==> config.mk <==
export PLATFORM = sky130hd
export DESIGN_NAME = rocc_accel_responder
export DESIGN_NICKNAME = d
export VERILOG_FILES = /design/src/rtl/rocc_accel_responder.sv
export SDC_FILE = /design/constraint.sdc
export NUM_CORES = 1
export LEC_CHECK = 0
export CORE_MARGIN = 1.5
export CORE_UTILIZATION = 30
export DETAILED_ROUTE_END_ITERATION = 8
export PLACE_DENSITY = 0.66
export RECOVER_POWER = 50
export SLEW_MARGIN = 15
export SYNTH_ARGS = -nofsm -noshare
export SYNTH_HDL_FRONTEND = slang
export SYNTH_SLANG_ARGS = --single-unit
==> constraint.sdc <==
create_clock -name clk_i -period 2.4 [get_ports clk_i]
set_input_delay 0.24 -clock clk_i [delete_from_list [all_inputs] [get_ports clk_i]]
set_output_delay 0.24 -clock clk_i [all_outputs]
set_load 0.01 [all_outputs]
==> src/rtl/rocc_accel_responder.sv <==
// Accelerator end of the RoCC link: an 8-bit accumulator driven by RoCC commands, with memory requests and results.
// Optional build macro ROCC_ACCEL_PERF_CNT_EN adds a saturating completed-command counter read by funct 4/5.
module rocc_accel_responder #(
    parameter int CMD_WIDTH      = 16,
    parameter int RESP_WIDTH     = 8,
    parameter int MEM_REQ_WIDTH  = 32,
    parameter int MEM_RESP_WIDTH = 64
) (
    input  logic                      clk_i,
    input  logic                      reset_i,
    input  logic                      rocc_cmd_v_i,
    input  logic [CMD_WIDTH-1:0]      rocc_cmd_data_i,
    output logic                      rocc_cmd_ready_o,
    output logic                      rocc_resp_v_o,
    output logic [RESP_WIDTH-1:0]     rocc_resp_data_o,
    input  logic                      rocc_resp_ready_i,
    output logic                      rocc_mem_req_v_o,
    output logic [MEM_REQ_WIDTH-1:0]  rocc_mem_req_data_o,
    input  logic                      rocc_mem_req_ready_i,
    input  logic                      rocc_mem_resp_v_i,
    input  logic [MEM_RESP_WIDTH-1:0] rocc_mem_resp_data_i,
    input  logic                      rocc_ctrl_i_exception_,
    output logic                      rocc_ctrl_o_busy_,
    output logic                      rocc_ctrl_o_interrupt_,
    output logic [1:0]                dbg_state_o
);

    // Handshakes: a valid/ready pair transfers on a clk_i edge where both are high. A raised valid keeps
    // its data stable and drops only after that transfer, an exception, or reset. Memory responses have
    // no ready: one is taken on the first cycle mem_resp_v is high in MEM_WAIT and ignored otherwise.
    typedef enum logic [1:0] {
        IDLE     = 2'd0,
        MEM_REQ  = 2'd1,
        MEM_WAIT = 2'd2,
        RESP     = 2'd3
    } state_t;

    state_t                   state_q, state_d;
    logic [RESP_WIDTH-1:0]    acc_q, acc_d;
    logic [RESP_WIDTH-1:0]    resp_q, resp_d;
    logic [MEM_REQ_WIDTH-1:0] req_q, req_d;
    logic                     load_q, load_d;
    logic                     xd_q, xd_d;
    logic                     intr_q, intr_d;
    logic                     busy_q;
    logic                     fin;
    logic [RESP_WIDTH-1:0]    fin_data;

    logic [3:0] funct;
    logic       cmd_xd;
    logic [7:0] imm;
    logic       unused_bits;

    assign funct       = rocc_cmd_data_i[15:12];
    assign cmd_xd      = rocc_cmd_data_i[11];
    assign imm         = rocc_cmd_data_i[7:0];
    assign unused_bits = ^{rocc_cmd_data_i[10:8], rocc_mem_resp_data_i[MEM_RESP_WIDTH-1:RESP_WIDTH]};

`ifdef ROCC_ACCEL_PERF_CNT_EN
    logic [15:0] cnt_q;
    logic        cnt_skip;
`endif

    always_comb begin
        state_d  = state_q;
        acc_d    = acc_q;
        resp_d   = resp_q;
        req_d    = req_q;
        load_d   = load_q;
        xd_d     = xd_q;
        intr_d   = intr_q;
        fin      = 1'b0;
        fin_data = resp_q;
`ifdef ROCC_ACCEL_PERF_CNT_EN
        cnt_skip = 1'b0;
`endif
        unique case (state_q)
            IDLE: begin
                if (rocc_cmd_v_i) begin
                    xd_d   = cmd_xd;
                    intr_d = 1'b0;
                    case (funct)
                        4'd0: begin
                            acc_d    = acc_q + imm;
                            fin      = 1'b1;
                            fin_data = acc_q + imm;
                        end
                        4'd1: begin
                            load_d  = 1'b1;
                            req_d   = {1'b0, 7'b0, acc_q, imm, 8'h00};
                            state_d = MEM_REQ;
                        end
                        4'd2: begin
                            load_d  = 1'b0;
                            req_d   = {1'b1, 7'b0, 8'h00, imm, acc_q};
                            state_d = MEM_REQ;
                        end
                        4'd3: begin
                            acc_d    = imm;
                            fin      = 1'b1;
                            fin_data = imm;
                        end
`ifdef ROCC_ACCEL_PERF_CNT_EN
                        4'd4: begin
                            fin      = 1'b1;
                            fin_data = cnt_q[7:0];
                            cnt_skip = 1'b1;
                        end
                        4'd5: begin
                            fin      = 1'b1;
                            fin_data = cnt_q[15:8];
                        end
`endif
                        default: intr_d = 1'b1;
                    endcase
                end
            end
            MEM_REQ: begin
                if (rocc_ctrl_i_exception_)    state_d = IDLE;
                else if (rocc_mem_req_ready_i) state_d = MEM_WAIT;
            end
            MEM_WAIT: begin
                // An abort here wins over a same-cycle memory response, so acc is left untouched.
                if (rocc_ctrl_i_exception_) begin
                    state_d = IDLE;
                end else if (rocc_mem_resp_v_i) begin
                    fin = 1'b1;
                    if (load_q) begin
                        acc_d    = rocc_mem_resp_data_i[RESP_WIDTH-1:0];
                        fin_data = rocc_mem_resp_data_i[RESP_WIDTH-1:0];
                    end else begin
                        fin_data = acc_q;
                    end
                end
            end
            RESP: begin
                if (rocc_ctrl_i_exception_ || rocc_resp_ready_i) state_d = IDLE;
            end
            default: state_d = IDLE;
        endcase
        if (fin) begin
            resp_d  = fin_data;
            state_d = xd_d ? RESP : IDLE;
        end
    end

    always_ff @(posedge clk_i) begin
        if (!reset_i) begin
            state_q <= IDLE;
            acc_q   <= '0;
            resp_q  <= '0;
            req_q   <= '0;
            load_q  <= 1'b0;
            xd_q    <= 1'b0;
            intr_q  <= 1'b0;
            busy_q  <= 1'b0;
        end else begin
            state_q <= state_d;
            acc_q   <= acc_d;
            resp_q  <= resp_d;
            req_q   <= req_d;
            load_q  <= load_d;
            xd_q    <= xd_d;
            intr_q  <= intr_d;
            busy_q  <= (state_d != IDLE);
        end
    end

`ifdef ROCC_ACCEL_PERF_CNT_EN
    always_ff @(posedge clk_i) begin
        if (!reset_i) begin
            cnt_q <= '0;
        end else if (fin && !cnt_skip && cnt_q != 16'hFFFF) begin
            cnt_q <= cnt_q + 16'd1;
        end
    end
`endif

    assign rocc_cmd_ready_o       = (state_q == IDLE);
    assign rocc_resp_v_o          = (state_q == RESP);
    assign rocc_resp_data_o       = resp_q;
    assign rocc_mem_req_v_o       = (state_q == MEM_REQ);
    assign rocc_mem_req_data_o    = req_q;
    assign rocc_ctrl_o_busy_      = busy_q;
    assign rocc_ctrl_o_interrupt_ = intr_q;
    // 0 IDLE, 1 MEM_REQ, 2 MEM_WAIT, 3 RESP
    assign dbg_state_o            = state_q;

endmodule

# ---- Word level (Yosys, flattened, before mapping)
# Cells that the tools add are included.
dict set report word_totals {
  register_bits 54
  latch_bits 0
  mem_bits_rw 0
  mem_bits_ro 0
  in_bits 87
  output_inout_bits 47
  wordCells 57
  n_memories 0
}
dict set report classes {
  addsub 1
  multipliers 0
  div_mod_pow 0
  order_cmp 0
  eq_ne 10
  shift 0
  muxes 25
  bitwise_logic 0
  n_reduce_logical 13
}
# cell n
set ops {}
lappend ops {{32-bit one-hot mux with 2 select lines} 1}
lappend ops {{8-bit two-way mux} 4}
lappend ops {{8-bit one-hot mux with 2 select lines} 2}
lappend ops {{2-bit two-way mux} 8}
lappend ops {{8-bit adder} 1}
lappend ops {{4-bit by 2-bit == test with 1-bit output, second input constant} 2}
lappend ops {{2-bit one-hot mux with 4 select lines} 1}
lappend ops {{1-bit two-way mux} 7}
lappend ops {{2-bit != test, second input constant} 3}
lappend ops {{6-bit AND reduction} 1}
lappend ops {{2-bit nonzero test} 3}
lappend ops {{5-bit AND reduction} 1}
lappend ops {{2-bit == test, second input constant} 2}
lappend ops {{4-bit by 1-bit == test with 1-bit output, second input constant} 1}
lappend ops {{4-bit zero test} 1}
lappend ops {{1-bit one-hot mux with 2 select lines} 2}
lappend ops {{2-bit OR reduction} 2}
lappend ops {{4-bit OR reduction} 1}
lappend ops {{3-bit by 1-bit != test with 1-bit output, second input constant} 1}
lappend ops {{3-bit AND reduction} 1}
lappend ops {{2-bit by 1-bit == test with 1-bit output, second input constant} 1}
lappend ops {{2-bit zero test} 1}
lappend ops {{2-bit AND reduction} 1}
lappend ops {{1-bit logical OR} 1}

# ---- Depth between registers and ports, before layout
dict set report logic_depth {
  depth_word 7
  depth_mapped 8
  ltp_nobuf 8
}

# ---- Least setup slack after synthesis
# OpenSTA, ideal clock, no wires.
dict set report synth_timing {
  kind {register to register}
  from {register acc_q[4]}
  to {register resp_q[7] (netlist: rocc_resp_data_o[7])}
  setup_time_ps 120
  t_arrival_ps 1801
  required_time_ps 2280
  setup_slack_ps 479
  stages_incl_launch_ff 7
  path_buffers 0
  period_less_slack_ps 1921
  path_cell_list {dfxtp_1 > ha_1 > a21o_1 > a31o_2 > or4_1 > a31oi_1 > nor2_1}
}
dict set report synth_between {
  elab_chain_len 4
}
# element line_no
set synth_lines {}
lappend synth_lines {{from (decl)} 39} ;# logic [RESP_WIDTH-1:0] acc_q, acc_d;
lappend synth_lines {{from (signal assigned)} 150} ;# acc_q <= '0;
lappend synth_lines {{from (signal assigned)} 159} ;# acc_q <= acc_d;
lappend synth_lines {{8-bit adder} 86} ;# fin_data = acc_q + imm;
lappend synth_lines {{8-bit one-hot mux with 2 select lines} 82} ;# case (funct)
lappend synth_lines {{8-bit two-way mux} 79} ;# if (rocc_cmd_v_i) begin
lappend synth_lines {{8-bit one-hot mux with 2 select lines} -}
lappend synth_lines {{to (signal assigned)} 160} ;# resp_q <= resp_d;
lappend synth_lines {{to (decl)} 40} ;# logic [RESP_WIDTH-1:0] resp_q, resp_d;
# Every way passes these cells. The select of a mux whose other input is x is not followed.
# A chain may end at the register's enable or synchronous reset.

# ---- Worst setup path after layout
dict set report layout_timing {
  from {input rocc_cmd_data_i[1]}
  to {register resp_q[7] (netlist: rocc_resp_data_o[7])}
}
dict set report layout_between {
  elab_chain_len 4
}
# element line_no
set layout_lines {}
lappend layout_lines {{from (decl)} 12} ;# input logic [CMD_WIDTH-1:0] rocc_cmd_data_i,
lappend layout_lines {{8-bit adder} 86}
lappend layout_lines {{8-bit one-hot mux with 2 select lines} 82}
lappend layout_lines {{8-bit two-way mux} 79}
lappend layout_lines {{8-bit one-hot mux with 2 select lines} -}
# Every way passes these cells. The select of a mux whose other input is x is not followed.

==> flow_summary.toml <==
[critical_path]
timing.rr.start = "acc_q[1]$_SDFFE_PN0P_"
cp.arrival_ps = 2380
reg2reg_slack_ps = 250
cp.required_ps = 2590
r2r_end = "rocc_resp_data_o[7]$_SDFFE_PN0P_"
path_class = "in -> reg"
endpoint_kind = "register"
r2r_cells = 6
cp-start-kind = "input pin"
cp_max_fo = 4

[run_status]
outcome = "complete, no violations"

[grt]
grt_max_degree = 28
overflow = 0
antenna_found_initial = 0
grt_pass1_vias = 2140
grt_usage = 0.1609
grt_pass1_wl_mm = 10.67

[floorplan]
row_count = 31
fp.dieW_um = 91.03
io_pins = 134
die_area_sq_mm = 0.008286
core_region_area_sq_mm = 0.007370
die_h_um = 91.03
start_util = 0.3154

[route]
ant_nets = 0
routedWlPerCell_um = 14.36
drt_iter0_drc = 92
drc = 0
via_count = 2165
drt-total-wl_mm = 6.403
drtPass1Iterations = 4
routed_via_density = 4.854

[yosys]
avgSynthCellArea_sq_um = 8.547
synth-seq-cells = 47
yosysTopAreaCell = "dfxtp_1"
synth_area_sq_mm = 0.002325
synth_top_flop_cell = "dfxtp_1"
synth_top_area_frac = 0.4047
synthCells = 272
synth-edff-count = 0
async_reset_ff_frac = 0
ys_types = 45
ys_seq_area_frac = 0.4047
ys_warn_count = 0
synth_area_leaders = "dfxtp_1 (40%), nor2_1 (7.3%), a22oi_1 (5.2%)"

[finish]
final_util = 0.4353
antenna_cells = 0
layout_common_cells = "dfxtp_1 (47), nor2_1 (45), dlygate4sd3_1 (37)"
fill_cells = 749
fin_nets = 442
final_common_cell = "dfxtp_1"
drive_gt1_frac = 0.08934
area_growth_pct = 38.00
final_area_sq_mm = 0.003208

[cts]
clock_sinks = 47
clockBufferDepth = 2
cts_tree = "built"
clk_pin_slew_worst_paths_ps = 80
cts_resized = 0
worstSkewPairLatency_ps = 300
numCtsBuffers = 5
post_cts_buffers = 0
cts_hold_buffers = 0
root_buffer = "clkbuf_8"
cts_max_level = 2

[sta]
period_share = 0.9104
slew_viol_final = 0
fmax_ghz = 0.4577
fin_setup_tns_ps = 0
fin_worst_skew_ps = 3.960
fin_crit_ps = 2185
grt_setup_unrepaired = "no"
holdWs_ps = 451.6
maxSlewHeadroom = 0.6165
setup_viol = 0
hold_violations = 0
tightestPinTransition_ps = 573.1

[place]
detailed_place_hpwl_mm = 4.767
io_buffers = 67
dpl_cell_area_sq_mm = 0.003151
place_congestion = 0.8829

[run]
maxCapViolCount = 0

[pwr]
p_leak_nw = 1.325
power_switching_uw = 390.2
pwr-share-clk = 0.310
peakVddDrop_mv = 0.1968
pwr-share-seq = 0.531
p_total_mw = 1.538
switching_share = 0.2538
p_per_area_mw_per_mm2 = 479.3
p_comb_frac = 0.159
p_int_mw = 1.147

[min_path]
worstHoldPathType = "reg -> reg"
whs_path_depth = 2
min_from = "rocc_mem_req_data_o[12]$_SDFFE_PN0P_"
holdPathEnd = "rocc_mem_req_data_o[12]$_SDFFE_PN0P_"
## flip-flops by register name (all words and copies together) (netlist names)
name	count
dbg_state_o	2
rocc_resp_data_o	8
acc_q	8
rocc_ctrl_o_busy_	1
xd_q	1
load_q	1
rocc_mem_req_data_o	25
rocc_ctrl_o_interrupt_	1
## stage by stage
| step | instances | setup WS, ps |
|---|---|---|
| global placement | 439 | -78.74 |
| detailed placement | 439 | -77.96 |
| finish | 446 | 215.0 |
| floorplan | 278 | 478.9 |
| global route | 446 | 60.03 |
| CTS | 446 | 224.5 |
## layer usage
metal	track usage	up-vias	wire, um
met5	0	-	0
met4	0.04948	0	82
met3	0.03518	9	298
met2	0.2593	55	2922
met1	0.2136	999	3099
li1	-	1102	-
## worst max-delay path, stage by stage
cell and delay (ps):
clkdlybuf4s50_1 480, ha_1 340, a211oi_1 340, nor3_1 130, or4_1 520, a31oi_1 250, nor2_1 70
## worst max path at each step
stage,cells after the start,slack (ps),from,endpoint
6_report,7,220,rocc_cmd_data_i[1],rocc_resp_data_o[7]$_SDFFE_PN0P_
5_1_grt,7,60,rocc_cmd_data_i[1],rocc_resp_data_o[7]$_SDFFE_PN0P_
4_1_cts,7,220,rocc_cmd_data_i[1],rocc_resp_data_o[7]$_SDFFE_PN0P_
3_5_place_dp,7,-80,rocc_cmd_data_i[1],rocc_resp_data_o[7]$_SDFFE_PN0P_
3_3_place_gp,7,-80,rocc_cmd_data_i[1],rocc_resp_data_o[7]$_SDFFE_PN0P_
2_1_floorplan,6,480,acc_q[4]$_SDFFE_PN0P_,rocc_resp_data_o[7]$_SDFFE_PN0P_
## power by group through the flow
stage,combinational [mW],sequential (mW),clock [mW]
after floorplan,0.134,0.835,0
after global placement,0.250,0.836,0
after detailed placement,0.253,0.836,0
after CTS,0.255,0.817,0.491
after global routing,0.270,0.820,0.531
final,0.245,0.816,0.477
## cell usage after synthesis (3+ instances only)
library cell and number:
o21a_1 4, a22oi_1 16, dfxtp_1 47, o21ai_0 11, a31o_2 3, clkbuf_1 8, nand3_1 4, inv_1 3
buf_4 10, a21o_1 4, ha_1 7, nor2b_1 7, a21oi_1 21, buf_2 3, mux2i_1 9, nand2_1 24
a31oi_1 5, nor2_1 45, o31ai_1 3, a211oi_1 6
## cell families after synthesis
logic type                 Yosys count  share of synthesized area
AOI/OAI and AO/OA                   81                     0.2336
adders and majority gates            8                    0.04628
other                                1                   0.001613
muxes                                9                    0.03875
buffers and inverters               26                    0.06297
DFF                                 47                     0.4047
xor gates and xnor gates             3                    0.01130
and+or+nand+nor                     97                     0.2008
## area by class of cell
class	instances	area [sq um]	share of cell area
inverters	4	15.01	0.004680
repair buffers	84	792.0	0.2469
clock inverters	1	5.005	0.001560
flip-flops and latches	47	940.9	0.2933
clock buffers	6	82.58	0.02574
multi-input cells	205	1249	0.3892
well taps	99	123.9	0.03861
No activity file was read; power rests on OpenSTA's default activity.
